==> config.mk <==
export PLATFORM = sky130hd
export DESIGN_NAME = fetch_unit
export DESIGN_NICKNAME = d
export VERILOG_FILES = /design/src/rtl/fetch_unit.sv
export SDC_FILE = /design/constraint.sdc
export NUM_CORES = 1
export LEC_CHECK = 0
export CORE_ASPECT_RATIO = 0.7
export CORE_MARGIN = 2
export CORE_UTILIZATION = 45
export CTS_CLUSTER_DIAMETER = 150
export CTS_CLUSTER_SIZE = 14
export DETAILED_ROUTE_END_ITERATION = 6
export PLACE_DENSITY = 0.83
export SLEW_MARGIN = 40
export SYNTH_ARGS = -nofsm -noshare
export SYNTH_HDL_FRONTEND = slang
export SYNTH_SLANG_ARGS = --single-unit
==> constraint.sdc <==
create_clock -name clk -period 5.55 [get_ports clk]
set_input_delay 1.11 -clock clk [delete_from_list [all_inputs] [get_ports clk]]
set_output_delay 1.11 -clock clk [all_outputs]
set_load 0.05 [all_outputs]
==> src/rtl/fetch_unit.sv <==
// rtl/fetch_unit.sv - instruction fetch front end with a 2-entry tagged queue, redirect and halt detection.
// Optional FETCH_STATS_EN builds the saturating fetch/stall counters.
module fetch_unit #(
  parameter logic [31:0] RESET_PC  = 32'd0,
  parameter logic [31:0] ADDR_LAST = 32'd255,
  parameter logic [15:0] HALT_WORD = 16'hFFFF
) (
  input  logic        clk,
  input  logic        rst,
  output logic [31:0] o_pc,
  input  logic [15:0] i_inst,
  input  logic        i_redirect,
  input  logic [31:0] i_target,
  output logic        o_valid,
  input  logic        i_ready,
  output logic [15:0] o_inst,
  output logic [31:0] o_inst_pc,
  output logic        o_halted,
  output logic [15:0] o_fetch_count,
  output logic [15:0] o_stall_count
);

  typedef enum logic [1:0] {WARMUP, RUN, HALT} state_t;

  state_t      state;
  logic [1:0]  count;
  logic [15:0] q1_inst;
  logic [31:0] q1_pc;

  logic pop, accept, halt_hit, push;

  always_comb begin
    pop      = (count != 2'd0) && i_ready;
    accept   = (state == RUN) && !i_redirect && ((count < 2'd2) || pop);
    halt_hit = accept && (i_inst == HALT_WORD);
    push     = accept && !halt_hit;
  end

  assign o_valid = (count != 2'd0);

  always_ff @(posedge clk or posedge rst) begin
    if (rst) begin
      state     <= WARMUP;
      o_pc      <= RESET_PC;
      count     <= 2'd0;
      o_inst    <= 16'd0;
      o_inst_pc <= 32'd0;
      q1_inst   <= 16'd0;
      q1_pc     <= 32'd0;
      o_halted  <= 1'b0;
    end else begin
      case (state)
        WARMUP: state <= RUN;
        default: begin
          if (i_redirect) begin
            // Flush keeps the head registers so o_inst/o_inst_pc hold while empty.
            count    <= 2'd0;
            o_pc     <= i_target;
            o_halted <= 1'b0;
            state    <= RUN;
          end else begin
            case ({push, pop})
              2'b10: begin
                if (count == 2'd0) begin
                  o_inst    <= i_inst;
                  o_inst_pc <= o_pc;
                  count     <= 2'd1;
                end else begin
                  q1_inst <= i_inst;
                  q1_pc   <= o_pc;
                  count   <= 2'd2;
                end
              end
              2'b01: begin
                if (count == 2'd2) begin
                  o_inst    <= q1_inst;
                  o_inst_pc <= q1_pc;
                end
                count <= count - 2'd1;
              end
              2'b11: begin
                if (count == 2'd1) begin
                  o_inst    <= i_inst;
                  o_inst_pc <= o_pc;
                end else begin
                  o_inst    <= q1_inst;
                  o_inst_pc <= q1_pc;
                  q1_inst   <= i_inst;
                  q1_pc     <= o_pc;
                end
              end
              default: ;
            endcase

            if (halt_hit) begin
              state    <= HALT;
              o_halted <= 1'b1;
            end else if (push) begin
              // Targets beyond the last address still deliver one word before halting.
              if (o_pc >= ADDR_LAST) begin
                state    <= HALT;
                o_halted <= 1'b1;
              end else begin
                o_pc <= o_pc + 32'd1;
              end
            end
          end
        end
      endcase
    end
  end

`ifdef FETCH_STATS_EN
  logic        stall;
  logic [15:0] fetch_cnt, stall_cnt;

  assign stall = (state == RUN) && !i_redirect && !accept;

  always_ff @(posedge clk or posedge rst) begin
    if (rst) begin
      fetch_cnt <= 16'd0;
      stall_cnt <= 16'd0;
    end else begin
      if (push && fetch_cnt != 16'hFFFF) fetch_cnt <= fetch_cnt + 16'd1;
      if (stall && stall_cnt != 16'hFFFF) stall_cnt <= stall_cnt + 16'd1;
    end
  end

  assign o_fetch_count = fetch_cnt;
  assign o_stall_count = stall_cnt;
`else
  assign o_fetch_count = 16'd0;
  assign o_stall_count = 16'd0;
`endif

endmodule

==> results of run 1 <==
## synthesized netlist by cell type, types with 9 or more instances
library cell / count
sky130_fd_sc_hd__nor2b_1: 9
sky130_fd_sc_hd__a21oi_1: 19
sky130_fd_sc_hd__buf_2: 9
sky130_fd_sc_hd__buf_4: 33
sky130_fd_sc_hd__nand2_1: 62
sky130_fd_sc_hd__nand3_1: 10
sky130_fd_sc_hd__o21ai_1: 21
sky130_fd_sc_hd__mux2_2: 45
sky130_fd_sc_hd__o21ai_0: 41
sky130_fd_sc_hd__nor2_1: 18
sky130_fd_sc_hd__o22a_1: 13
sky130_fd_sc_hd__clkbuf_1: 14
sky130_fd_sc_hd__dfrtp_1: 133
sky130_fd_sc_hd__mux2i_1: 52
sky130_fd_sc_hd__inv_1: 12
## metal layers
metal,track usage,routed length (um)
met1,0.301,7300
met2,0.327,7190
met3,0.0568,1080
met4,0.0569,199
met5,0,0
## power breakdown
group | switching [mW] | total [mW] | internal [mW] | leakage (nW)
Combinational | 1.38 | 2.21 | 0.835 | 1.68
Clock | 0.407 | 1.13 | 0.718 | 0.282
Sequential | 0.303 | 1.67 | 1.36 | 1.59
## worst reg2reg max path, stage by stage (launching register included)
cell and delay, ps:
sky130_fd_sc_hd__dfrtp_1 440, sky130_fd_sc_hd__inv_1 110, sky130_fd_sc_hd__ha_1 310, sky130_fd_sc_hd__nand2b_1 280, sky130_fd_sc_hd__a2111o_1 550, sky130_fd_sc_hd__nor2b_1 220, sky130_fd_sc_hd__nand3_2 510, sky130_fd_sc_hd__buf_12 400
sky130_fd_sc_hd__mux2_4 330
## logic make-up after synthesis
group / count (synthesis) / share of synthesized area
and+or+nand+nor: 141 / 0.109
other: 1 / 0.000587
adders and majority gates: 4 / 0.00784
xor gates and xnor gates: 1 / 0.00137
muxes: 105 / 0.180
buffers and inverters: 75 / 0.0729
AOI/OAI and AO/OA: 114 / 0.108
DFF: 133 / 0.521
## through the flow
| step | utilization | std cells | area [sq um] | hold WS (ps) | worst slack (ps) |
|---|---|---|---|---|---|
| finish | 0.602 | 907 | 8350 | 479 | 1900 |
| global route | 0.602 | 907 | 8350 | 508 | 1730 |
| CTS | 0.602 | 907 | 8350 | 483 | 1900 |
| detailed placement | 0.560 | 875 | 7760 | 471 | 1490 |
| global placement | 0.560 | 875 | 7760 | 461 | 1570 |
| floorplan | - | 605 | 6500 | 450 | 886 |
## area by class of cell
type / count / area, sq um / area share
Timing Repair Buffer: 143 / 1420 / 0.170
Sequential cell: 133 / 3330 / 0.398
Tap cell: 190 / 238 / 0.0285
Clock inverter: 8 / 125 / 0.0150
Inverter: 12 / 52.6 / 0.00629
Clock buffer: 24 / 462 / 0.0553
Multi-Input combinational cell: 397 / 2730 / 0.327
## cell usage in the layout, fill, tap and decap left out, types with 8 or more instances in the layout
cell type	instances
sky130_fd_sc_hd__a21oi_1	19
sky130_fd_sc_hd__buf_4	9
sky130_fd_sc_hd__clkbuf_16	17
sky130_fd_sc_hd__clkdlybuf4s50_1	133
sky130_fd_sc_hd__conb_1	32
sky130_fd_sc_hd__dfrtp_1	133
sky130_fd_sc_hd__inv_1	11
sky130_fd_sc_hd__mux2_2	45
sky130_fd_sc_hd__mux2_4	8
sky130_fd_sc_hd__mux2i_1	52
sky130_fd_sc_hd__nand2_1	62
sky130_fd_sc_hd__nand3_1	10
sky130_fd_sc_hd__nand4_1	8
sky130_fd_sc_hd__nor2_1	18
sky130_fd_sc_hd__nor2b_1	9
sky130_fd_sc_hd__o21ai_0	41
sky130_fd_sc_hd__o21ai_1	21
sky130_fd_sc_hd__o22a_1	13
## worst max-delay path by stage
| stage | start | endpoint | slack (ps) | depth (start not counted) |
|---|---|---|---|---|
| 2_1_floorplan | rst | count[0] | 890 | 1 |
| 3_3_place_gp | i_ready | q1_pc[7] | 1570 | 7 |
| 3_5_place_dp | i_ready | q1_pc[6] | 1490 | 7 |
| 4_1_cts | i_ready | q1_pc[1] | 1900 | 7 |
| 5_1_grt | i_ready | q1_pc[1] | 1730 | 7 |
| 6_report | i_ready | q1_pc[5] | 1900 | 7 |
## sequential cells by signal, summed over array words and instances, names as in the netlist
name and count:
q1_inst 16, o_inst 16, o_halted 1, state 2, o_pc 32, count 2, q1_pc 32, o_inst_pc 32
==> tab_implementation.tex, run 1 <==
\begin{tabular}{lr}
\hline
Metric & Value \\
\hline
\multicolumn{2}{l}{\textbf{Status}} \\
Run status & finished, final reports clean \\
\multicolumn{2}{l}{\textbf{Power and ir drop}} \\
Static Leak & 3.55 nW \\
Power density cells & 599 nW/um\^{}2 \\
Peak supply drop & 0.000310 V \\
Total Power & 5.00 mW \\
\multicolumn{2}{l}{\textbf{Logic synthesis}} \\
Post-synthesis async set-or-reset flop share & 1.00 \\
Unique cell type count in the Yosys netlist & 47 \\
Area share of the largest cell type after synthesis & 0.521 \\
Sequential fraction of the synthesis area & 0.521 \\
Synth top area cells & sky130\_fd\_sc\_hd\_\_dfrtp\_1 (52\%), sky130\_fd\_sc\_hd\_\_mux2i\_1 (8.1\%), sky130\_fd\_sc\_hd\_\_mux2\_2 (7.9\%), sky130\_fd\_sc\_hd\_\_buf\_4 (3.9\%), sky130\_fd\_sc\_hd\_\_nand2\_1 (3.6\%) \\
Post-synthesis area per instance & 11.1 sq um \\
Biggest area consumer among synthesized cells & sky130\_fd\_sc\_hd\_\_dfrtp\_1 \\
Synthesis warning total & 0 \\
Post-Synthesis Cells & 574 \\
Mapped Area & 6390 sq um \\
Dominant register cell in the synthesized netlist & sky130\_fd\_sc\_hd\_\_dfrtp\_1 \\
Flop and latch count out of synthesis & 133 \\
Post-synth EDFFs & 0 \\
\multicolumn{2}{l}{\textbf{Worst setup path}} \\
Ordered cell list for the critical path & clkdlybuf4s50\_1 -> nand2b\_1 -> a2111o\_1 -> nor2b\_1 -> nand3\_2 -> buf\_12 -> mux2\_4 \\
R2R depth & 8 \\
Slowest Stage Delay on Critical Path & 610 ps \\
R2R Path End & q1\_pc[5] \\
Buffer and inverter count on the worst path & 2 \\
Arrival time worst endpoint & 3940 ps \\
Worst Path Required & 5840 ps \\
Setup slack of the most critical reg-to-reg path & 2290 ps \\
CP max-delay cell & sky130\_fd\_sc\_hd\_\_clkdlybuf4s50\_1 \\
Crit-path leading delay family & buffers and inverters \\
Largest fanout on the critical path & 27 \\
Launch point of the worst reg-to-reg path & count[0] \\
Sort of element at the end of the critical path & flip-flop \\
Startpoint type of the worst setup path & input port \\
Type of the worst setup path & input port to flip-flop \\
\multicolumn{2}{l}{\textbf{Run}} \\
Max-capacitance violation count & 0 \\
\multicolumn{2}{l}{\textbf{CTS}} \\
TritonCTS clock tree & yes \\
Postcts setup bufs & 0 \\
Clock Path Buffers & 2 \\
Clock Latency Late Sink & 410 ps \\
\# resized after CTS & 0 \\
Clock transition at the registers of the reported paths & 60 ps \\
Number of clock sinks & 133 \\
CTS Root Buffer Type & sky130\_fd\_sc\_hd\_\_clkbuf\_16 \\
CTS H-tree lvls & 4 \\
Num CTS Buffers & 17 \\
Hold buffers post-CTS & 0 \\
\multicolumn{2}{l}{\textbf{STA}} \\
Relative slew slack & 0.448 \\
Max Clk Rate & 274 MHz \\
Final hold violation count & 0 \\
Setup TNS & 0 ps \\
Min Tclk post-route & 3650 ps \\
Final period util & 0.657 \\
Number of max-slew violations in the final report & 0 \\
\# setup viols final & 0 \\
Transition time of the tightest slew-check pin & 821 ps \\
Layout Skew & 7.80 ps \\
Setup repair after global routing missed its margin & false \\
\multicolumn{2}{l}{\textbf{Placed design}} \\
Dpl hpwl & 10.8 mm \\
PortBufs & 133 \\
Final weighted congestion in routability-driven placement & 0.790 \\
\multicolumn{2}{l}{\textbf{Cells and area}} \\
Layout area overhead & 30.8\% \\
Fraction of layout instances using a drive strength above 1 & 0.135 \\
Net count of the finished layout & 760 \\
Antenna fix cells & 0 \\
Layout filler cell count & 1144 \\
\multicolumn{2}{l}{\textbf{Drt}} \\
DRT Wirelength & 15.8 mm \\
Starting DRT DRC Count & 306 \\
Post-route DRC violation count & 0 \\
Via-to-Cell Ratio & 5.33 \\
Iteration count of the initial detailed-routing pass & 5 \\
Vias after detailed routing & 4835 \\
Wire length per cell after detailed routing & 17.4 um \\
Number of nets still failing antenna checks after routing & 0 \\
\multicolumn{2}{l}{\textbf{Worst hold path}} \\
Tightest Hold Check Type & flip-flop to flip-flop \\
Hold depth & 2 \\
Launch point of the worst hold path & o\_inst\_pc[30] \\
Worst Hold End & o\_inst\_pc[30] \\
\multicolumn{2}{l}{\textbf{Floorplan}} \\
Die Width & 146 um \\
Placeable core area & 13900 sq um \\
Die H & 104 um \\
Number of top-level design ports & 166 \\
Effective utilization at floorplan & 0.460 \\
Std-Cell Rows & 36 \\
Floorplan die area & 15200 sq um \\
\multicolumn{2}{l}{\textbf{GRT}} \\
GR Overflow Total & 0 \\
Combined global-route utilization of all metal layers & 0.213 \\
Pin count of the biggest net entering global routing & 90 \\
Initial antenna violation count & 0 \\
Number of global-route vias before repair & 4858 \\
First-pass GRT wire length & 25.6 mm \\
\hline
\end{tabular}
Power figures use the tool's default switching activity.
==> run 2, diff against run 1 <==
Clock period 5.55 ns to 3.66 ns, I/O delays scaled along.
==> tab_implementation.tex, run 2 (synthesis gave the netlist of run 1 again) <==
\begin{tabular}{lr}
\hline
Metric & Value \\
\hline
\multicolumn{2}{l}{\textbf{Drt}} \\
Post-route DRC violation count & 0 (unchanged) \\
Vias after detailed routing & 4808 (was 4835) \\
Wire length per cell after detailed routing & 17.4 um (about the same) \\
Starting DRT DRC Count & 337 (was 306) \\
Iteration count of the initial detailed-routing pass & 5 (unchanged) \\
Number of nets still failing antenna checks after routing & 0 (unchanged) \\
DRT Wirelength & 15.8 mm (about the same) \\
Via-to-Cell Ratio & 5.28 (was 5.33) \\
\multicolumn{2}{l}{\textbf{Worst setup path}} \\
Sort of element at the end of the critical path & flip-flop (unchanged) \\
Startpoint type of the worst setup path & flip-flop (was input port) \\
CP Launch Point & count[0] (was i\_ready) \\
Launch point of the worst reg-to-reg path & count[0] (unchanged) \\
Slowest Stage Delay on Critical Path & 550 ps (was 610 ps) \\
R2R depth & 8 (unchanged) \\
Worst Path Required & 3960 ps (was 5840 ps) \\
CP max-delay cell & sky130\_fd\_sc\_hd\_\_a2111o\_1 (was sky130\_fd\_sc\_hd\_\_clkdlybuf4s50\_1) \\
Largest fanout on the critical path & 10 (was 27) \\
Type of the worst setup path & flip-flop to flip-flop (was input port to flip-flop) \\
Ordered cell list for the critical path & inv\_1 -> ha\_1 -> nand2b\_1 -> a2111o\_1 -> nor4b\_4 -> o21ai\_1 -> buf\_4 -> a22o\_1 (was clkdlybuf4s50\_1 -> nand2b\_1 -> a2111o\_1 -> nor2b\_1 -> nand3\_2 -> buf\_12 -> mux2\_4) \\
Arrival time worst endpoint & 3400 ps (was 3940 ps) \\
\multicolumn{2}{l}{\textbf{Status}} \\
Run status & finished, final reports clean (unchanged) \\
\multicolumn{2}{l}{\textbf{Cells and area}} \\
Largest registers & o\_inst\_pc x32, o\_pc x32, q1\_pc x32 (unchanged) \\
Layout area overhead & 32.2\% (was 30.8\%) \\
Commonest cells after routing, fill and taps aside & sky130\_fd\_sc\_hd\_\_dfrtp\_1 (133), sky130\_fd\_sc\_hd\_\_clkdlybuf4s50\_1 (133), sky130\_fd\_sc\_hd\_\_nand2\_1 (62) (unchanged) \\
Antenna fix cells & 0 (unchanged) \\
Fraction of layout instances using a drive strength above 1 & 0.147 (was 0.135) \\
Net count of the finished layout & 764 (was 760) \\
\multicolumn{2}{l}{\textbf{GRT}} \\
Pin count of the biggest net entering global routing & 88 (was 90) \\
First-pass GRT wire length & 25.7 mm (was 25.6 mm) \\
GR Overflow Total & 0 (unchanged) \\
Initial antenna violation count & 0 (unchanged) \\
Number of global-route vias before repair & 4971 (was 4858) \\
Combined global-route utilization of all metal layers & 0.214 (was 0.213) \\
\multicolumn{2}{l}{\textbf{CTS}} \\
Number of clock sinks & 133 (unchanged) \\
Hold buffers post-CTS & 0 (unchanged) \\
TritonCTS clock tree & yes (unchanged) \\
CTS Root Buffer Type & sky130\_fd\_sc\_hd\_\_clkbuf\_16 (unchanged) \\
Clock Latency Late Sink & 410 ps (about the same) \\
Postcts setup bufs & 0 (unchanged) \\
Num CTS Buffers & 17 (unchanged) \\
Clock Path Buffers & 2 (unchanged) \\
CTS H-tree lvls & 4 (unchanged) \\
Clock transition at the registers of the reported paths & 60 ps (about the same) \\
\# resized after CTS & 0 (unchanged) \\
\multicolumn{2}{l}{\textbf{Power and ir drop}} \\
Sw frac & 0.416 (was 0.417) \\
Internal power summed over all cells & 4.46 mW (was 2.92 mW) \\
Static Leak & 3.59 nW (was 3.55 nW) \\
Power dissipated by switching net loads & 3.18 mW (was 2.09 mW) \\
Part of the power in registers & 0.330 (was 0.333) \\
Clock power frac & 0.223 (was 0.225) \\
Total Power & 7.64 mW (was 5.00 mW) \\
Combinational cell fraction of total power & 0.447 (was 0.442) \\
Power density cells & 905 nW/um\^{}2 (was 599 nW/um\^{}2) \\
Peak supply drop & 0.000550 V (was 0.000310 V) \\
\multicolumn{2}{l}{\textbf{STA}} \\
Number of max-slew violations in the final report & 0 (unchanged) \\
Layout Skew & 7.83 ps (was 7.80 ps) \\
\# setup viols final & 0 (unchanged) \\
Min Tclk post-route & 3100 ps \\
Final period util & 0.846 \\
Setup TNS & 0 ps (unchanged) \\
Final hold violation count & 0 (unchanged) \\
Relative slew slack & 0.473 (was 0.448) \\
Transition time of the tightest slew-check pin & 784 ps (was 821 ps) \\
Setup repair after global routing missed its margin & false (unchanged) \\
Max Clk Rate & 323 MHz \\
\multicolumn{2}{l}{\textbf{Placed design}} \\
Dpl hpwl & 11.0 mm (was 10.8 mm) \\
PortBufs & 133 (unchanged) \\
Final weighted congestion in routability-driven placement & 0.793 (was 0.790) \\
\multicolumn{2}{l}{\textbf{Floorplan}} \\
Placeable core area & 13900 sq um (unchanged) \\
Floorplan die area & 15200 sq um (unchanged) \\
Std-Cell Rows & 36 (unchanged) \\
Die Width & 146 um (unchanged) \\
Effective utilization at floorplan & 0.460 (unchanged) \\
Die H & 104 um (unchanged) \\
Number of top-level design ports & 166 (unchanged) \\
\multicolumn{2}{l}{\textbf{Worst hold path}} \\
Hold depth & 2 (unchanged) \\
Tightest Hold Check Type & flip-flop to flip-flop (unchanged) \\
Launch point of the worst hold path & o\_inst[9] (was o\_inst\_pc[30]) \\
\multicolumn{2}{l}{\textbf{Run}} \\
Max-capacitance violation count & 0 (unchanged) \\
\hline
\end{tabular}
## run 2: cell count changes in the layout (fill, tap and decap cells not counted)
cell / change
sky130_fd_sc_hd__buf_12: +4
sky130_fd_sc_hd__clkbuf_1: -4
sky130_fd_sc_hd__clkbuf_8: +4
sky130_fd_sc_hd__clkinv_2: +2
sky130_fd_sc_hd__bufinv_16: -1
sky130_fd_sc_hd__clkinv_4: -1
sky130_fd_sc_hd__clkinvlp_4: +1
sky130_fd_sc_hd__inv_8: -1
sky130_fd_sc_hd__nor2b_1: -1
sky130_fd_sc_hd__nor2b_2: +1
## run 2: final cells by class
| type | instances | area [sq um] |
|---|---|---|
| fillers | 1121 | 5430 |
| flip-flops and latches | 133 | 3330 |
| multi-input cells | 397 | 2730 |
| repair buffers | 147 | 1500 |
| clock buffers | 24 | 502 |
| well taps | 190 | 238 |
| clock inverters | 8 | 96.3 |
| inverters | 12 | 48.8 |
## run 2: worst paths after layout
path | end | slack (ps)
worst max-delay path | o_pc[11] | 560
worst min-delay path | o_inst[9] | 480
worst max register to register | o_pc[11] | 560
worst min register to register | o_inst[9] | 480
max in group asynchronous | q1_pc[30] | 2080
min in group asynchronous | o_inst_pc[4] | 750
## run 2: layer usage
layer  GRT usage  vias to the layer above  wire length [um]
li1            -                     2244                 -
met5           0                        -                 0
met3      0.0498                       20              1160
met1       0.302                     2341              7340
met2       0.327                      203              7160
met4      0.0714                        0               173
## run 2: worst max-delay path: cells and delay by family, from the launching register on
kind                     cells  cell delay (ps)
flip-flops                   1              440
buffers and inverters        2              390
adder cells (fa/ha/maj)      1              310
AO/OA/AOI/OAI                3             1100
AND/OR/NAND/NOR              2              740
## run 2: per-stage QoR
| step | util | std cells | area, sq um | worst slack, ps | hold WS (ps) |
|---|---|---|---|---|---|
| after floorplan | - | 605 | 6510 | 1110 | 450 |
| after global placement | 0.565 | 879 | 7840 | 207 | 462 |
| after detailed placement | 0.565 | 879 | 7840 | 102 | 473 |
| after CTS | 0.608 | 911 | 8440 | 350 | 486 |
| after global routing | 0.609 | 911 | 8440 | 361 | 507 |
| final | 0.609 | 911 | 8440 | 563 | 481 |
## run 2: power by group through the flow
stage	clock, mW	sequential, mW	combinational, mW
after global routing	1.79	2.59	3.61
after floorplan	0	3.51	1.33
final	1.71	2.52	3.41
after CTS	1.73	2.51	3.43
after detailed placement	0	2.52	3.41
after global placement	0	2.48	3.32
==> run 3, diff against run 2 <==
Clock period 3.66 ns to 3.1 ns, I/O delays scaled along.
==> tab_implementation.tex, run 3 (synthesis gave the netlist of run 1 again) <==
\begin{tabular}{lr}
\hline
Metric & Value \\
\hline
\multicolumn{2}{l}{\textbf{CTS}} \\
Hold buffers post-CTS & 0 (unchanged) \\
Postcts setup bufs & 0 (unchanged) \\
Clock transition at the registers of the reported paths & 60 ps (about the same) \\
CTS H-tree lvls & 4 (unchanged) \\
\# resized after CTS & 0 (unchanged) \\
Number of clock sinks & 133 (unchanged) \\
Num CTS Buffers & 17 (unchanged) \\
Clock Latency Late Sink & 420 ps (was 410 ps) \\
Clock Path Buffers & 2 (unchanged) \\
TritonCTS clock tree & yes (unchanged) \\
CTS Root Buffer Type & sky130\_fd\_sc\_hd\_\_clkbuf\_16 (unchanged) \\
\multicolumn{2}{l}{\textbf{GRT}} \\
Pin count of the biggest net entering global routing & 96 (was 88) \\
Initial antenna violation count & 0 (unchanged) \\
Number of global-route vias before repair & 5170 (was 4971) \\
First-pass GRT wire length & 27.1 mm (was 25.7 mm) \\
GR Overflow Total & 0 (unchanged) \\
Combined global-route utilization of all metal layers & 0.225 (was 0.214) \\
\multicolumn{2}{l}{\textbf{Drt}} \\
Starting DRT DRC Count & 241 (was 337) \\
Vias after detailed routing & 4946 (was 4808) \\
Post-route DRC violation count & 0 (unchanged) \\
DRT Wirelength & 16.5 mm (was 15.8 mm) \\
Wire length per cell after detailed routing & 17.9 um (was 17.4 um) \\
Number of nets still failing antenna checks after routing & 0 (unchanged) \\
Via-to-Cell Ratio & 5.38 (was 5.28) \\
Iteration count of the initial detailed-routing pass & 5 (unchanged) \\
\multicolumn{2}{l}{\textbf{Worst setup path}} \\
Ordered cell list for the critical path & inv\_1 -> ha\_1 -> nand2b\_1 -> a2111o\_1 -> buf\_4 -> nor4b\_4 -> buf\_4 -> nor2\_1 -> nor2\_1 -> a21oi\_1 (was inv\_1 -> ha\_1 -> nand2b\_1 -> a2111o\_1 -> nor4b\_4 -> o21ai\_1 -> buf\_4 -> a22o\_1) \\
R2R depth & 10 (was 8) \\
CP max-delay cell & sky130\_fd\_sc\_hd\_\_a2111o\_1 (unchanged) \\
Startpoint type of the worst setup path & flip-flop (unchanged) \\
Arrival time worst endpoint & 3090 ps (was 3400 ps) \\
Sort of element at the end of the critical path & flip-flop (unchanged) \\
Launch point of the worst reg-to-reg path & count[0] (unchanged) \\
Largest fanout on the critical path & 6 (was 10) \\
Type of the worst setup path & flip-flop to flip-flop (unchanged) \\
Setup slack of the most critical reg-to-reg path & 290 ps (was 560 ps) \\
CP Launch Point & count[0] (unchanged) \\
R2R Path End & o\_pc[7] (was o\_pc[11]) \\
Worst Path Required & 3380 ps (was 3960 ps) \\
Slowest Stage Delay on Critical Path & 450 ps (was 550 ps) \\
\multicolumn{2}{l}{\textbf{Run}} \\
Max-capacitance violation count & 0 (unchanged) \\
\multicolumn{2}{l}{\textbf{Placed design}} \\
Number of placed instances, taps included & 888 (was 879) \\
Post-detailed-placement cell area & 7950 sq um (was 7840 sq um) \\
Dpl hpwl & 11.6 mm (was 11.0 mm) \\
PortBufs & 133 (unchanged) \\
Final weighted congestion in routability-driven placement & 0.839 (was 0.793) \\
\multicolumn{2}{l}{\textbf{Cells and area}} \\
Layout area overhead & 33.9\% (was 32.2\%) \\
Net count of the finished layout & 773 (was 764) \\
Largest registers & o\_inst\_pc x32, o\_pc x32, q1\_pc x32 (unchanged) \\
Fraction of layout instances using a drive strength above 1 & 0.159 (was 0.147) \\
Antenna fix cells & 0 (unchanged) \\
Final standard cell count with taps included and fillers excluded & 920 (was 911) \\
Commonest cells after routing, fill and taps aside & sky130\_fd\_sc\_hd\_\_dfrtp\_1 (133), sky130\_fd\_sc\_hd\_\_clkdlybuf4s50\_1 (133), sky130\_fd\_sc\_hd\_\_nand2\_1 (62) (unchanged) \\
Post-route core utilization & 0.617 (was 0.609) \\
Final design instance area without fill & 8550 sq um (was 8440 sq um) \\
\multicolumn{2}{l}{\textbf{Worst hold path}} \\
Hold depth & 2 (unchanged) \\
Worst Hold End & o\_inst[4] (was o\_inst[9]) \\
Tightest Hold Check Type & flip-flop to flip-flop (unchanged) \\
Launch point of the worst hold path & o\_inst[4] (was o\_inst[9]) \\
\multicolumn{2}{l}{\textbf{STA}} \\
Max Clk Rate & 356 MHz (was 323 MHz) \\
\# setup viols final & 0 (unchanged) \\
Relative slew slack & 0.513 (was 0.473) \\
Layout Skew & 7.30 ps (was 7.83 ps) \\
Number of max-slew violations in the final report & 0 (unchanged) \\
Transition time of the tightest slew-check pin & 725 ps (was 784 ps) \\
Setup TNS & 0 ps (unchanged) \\
Hold Slack & 478 ps (was 481 ps) \\
Setup repair after global routing missed its margin & false (unchanged) \\
Min Tclk post-route & 2810 ps (was 3100 ps) \\
Final period util & 0.906 (was 0.846) \\
Final hold violation count & 0 (unchanged) \\
\multicolumn{2}{l}{\textbf{Floorplan}} \\
Effective utilization at floorplan & 0.460 (unchanged) \\
Number of top-level design ports & 166 (unchanged) \\
Floorplan die area & 15200 sq um (unchanged) \\
Placeable core area & 13900 sq um (unchanged) \\
Die Width & 146 um (unchanged) \\
Std-Cell Rows & 36 (unchanged) \\
Die H & 104 um (unchanged) \\
\multicolumn{2}{l}{\textbf{Status}} \\
Run status & finished, final reports clean (unchanged) \\
\multicolumn{2}{l}{\textbf{Power and ir drop}} \\
Peak supply drop & 0.000612 V (was 0.000550 V) \\
Static Leak & 3.65 nW (was 3.59 nW) \\
Power density cells & 1070 nW/um\^{}2 (was 905 nW/um\^{}2) \\
\hline
\end{tabular}
==> run 3: changes by cell type in the layout (fill, tap and decap cells not counted), sizes merged <==
cell / delta
buf: +9
clkbuf: -7
inv: +3
clkinvlp: +2
bufinv: +1
clkinv: +1
==> run 3: metal layers <==
metal	wire length, um	GRT usage	vias up	share of wire
met5	0	0	-	0
met2	7590	0.352	189	0.46
met1	7440	0.301	2469	0.45
li1	-	-	2263	-
met3	1200	0.0670	25	0.073
met4	233	0.0763	0	0.014
==> run 3: power breakdown <==
group          total [mW]  switching, mW  leakage, nW  internal, mW
Clock                2.05          0.783        0.290          1.27
Sequential           2.97          0.528         1.59          2.44
Combinational        4.11           2.53         1.77          1.58
Total                9.13           3.84         3.65          5.29
==> run 3: layout make-up <==
| cell class | count | area, sq um |
|---|---|---|
| flip-flops and latches | 133 | 3330 |
| multi-input cells | 397 | 2730 |
| clock inverters | 15 | 180 |
| clock buffers | 17 | 425 |
| well taps | 190 | 238 |
| inverters | 12 | 48.8 |
| repair buffers | 156 | 1600 |
| fillers | 1097 | 5320 |
==> run 3: critical path, delay by kind of cell, from the launching register on <==
kind / cells / cell delay, ps
AOI/OAI and AO/OA: 2 / 570
adders and majority gates: 1 / 310
buffers and inverters: 3 / 470
DFF: 1 / 440
and+or+nand+nor: 4 / 880
==> run 3: how the worst max path moves through the flow <==
stage               endpoint  cells past startpoint
2_1_floorplan       q1_pc[3]                     10
3_5_place_dp   o_inst_pc[26]                      8
4_1_cts              o_valid                      4
5_1_grt              o_pc[0]                     10
3_3_place_gp   o_inst_pc[12]                      8
6_report             o_pc[7]                     10
==> run 3: metrics by stage <==
stage	power (mW)	worst slack, ps
detailed placement	7.10	33.9
CTS	9.19	280
floorplan	5.72	548
global placement	6.92	117
finish	9.13	291
global route	9.59	128
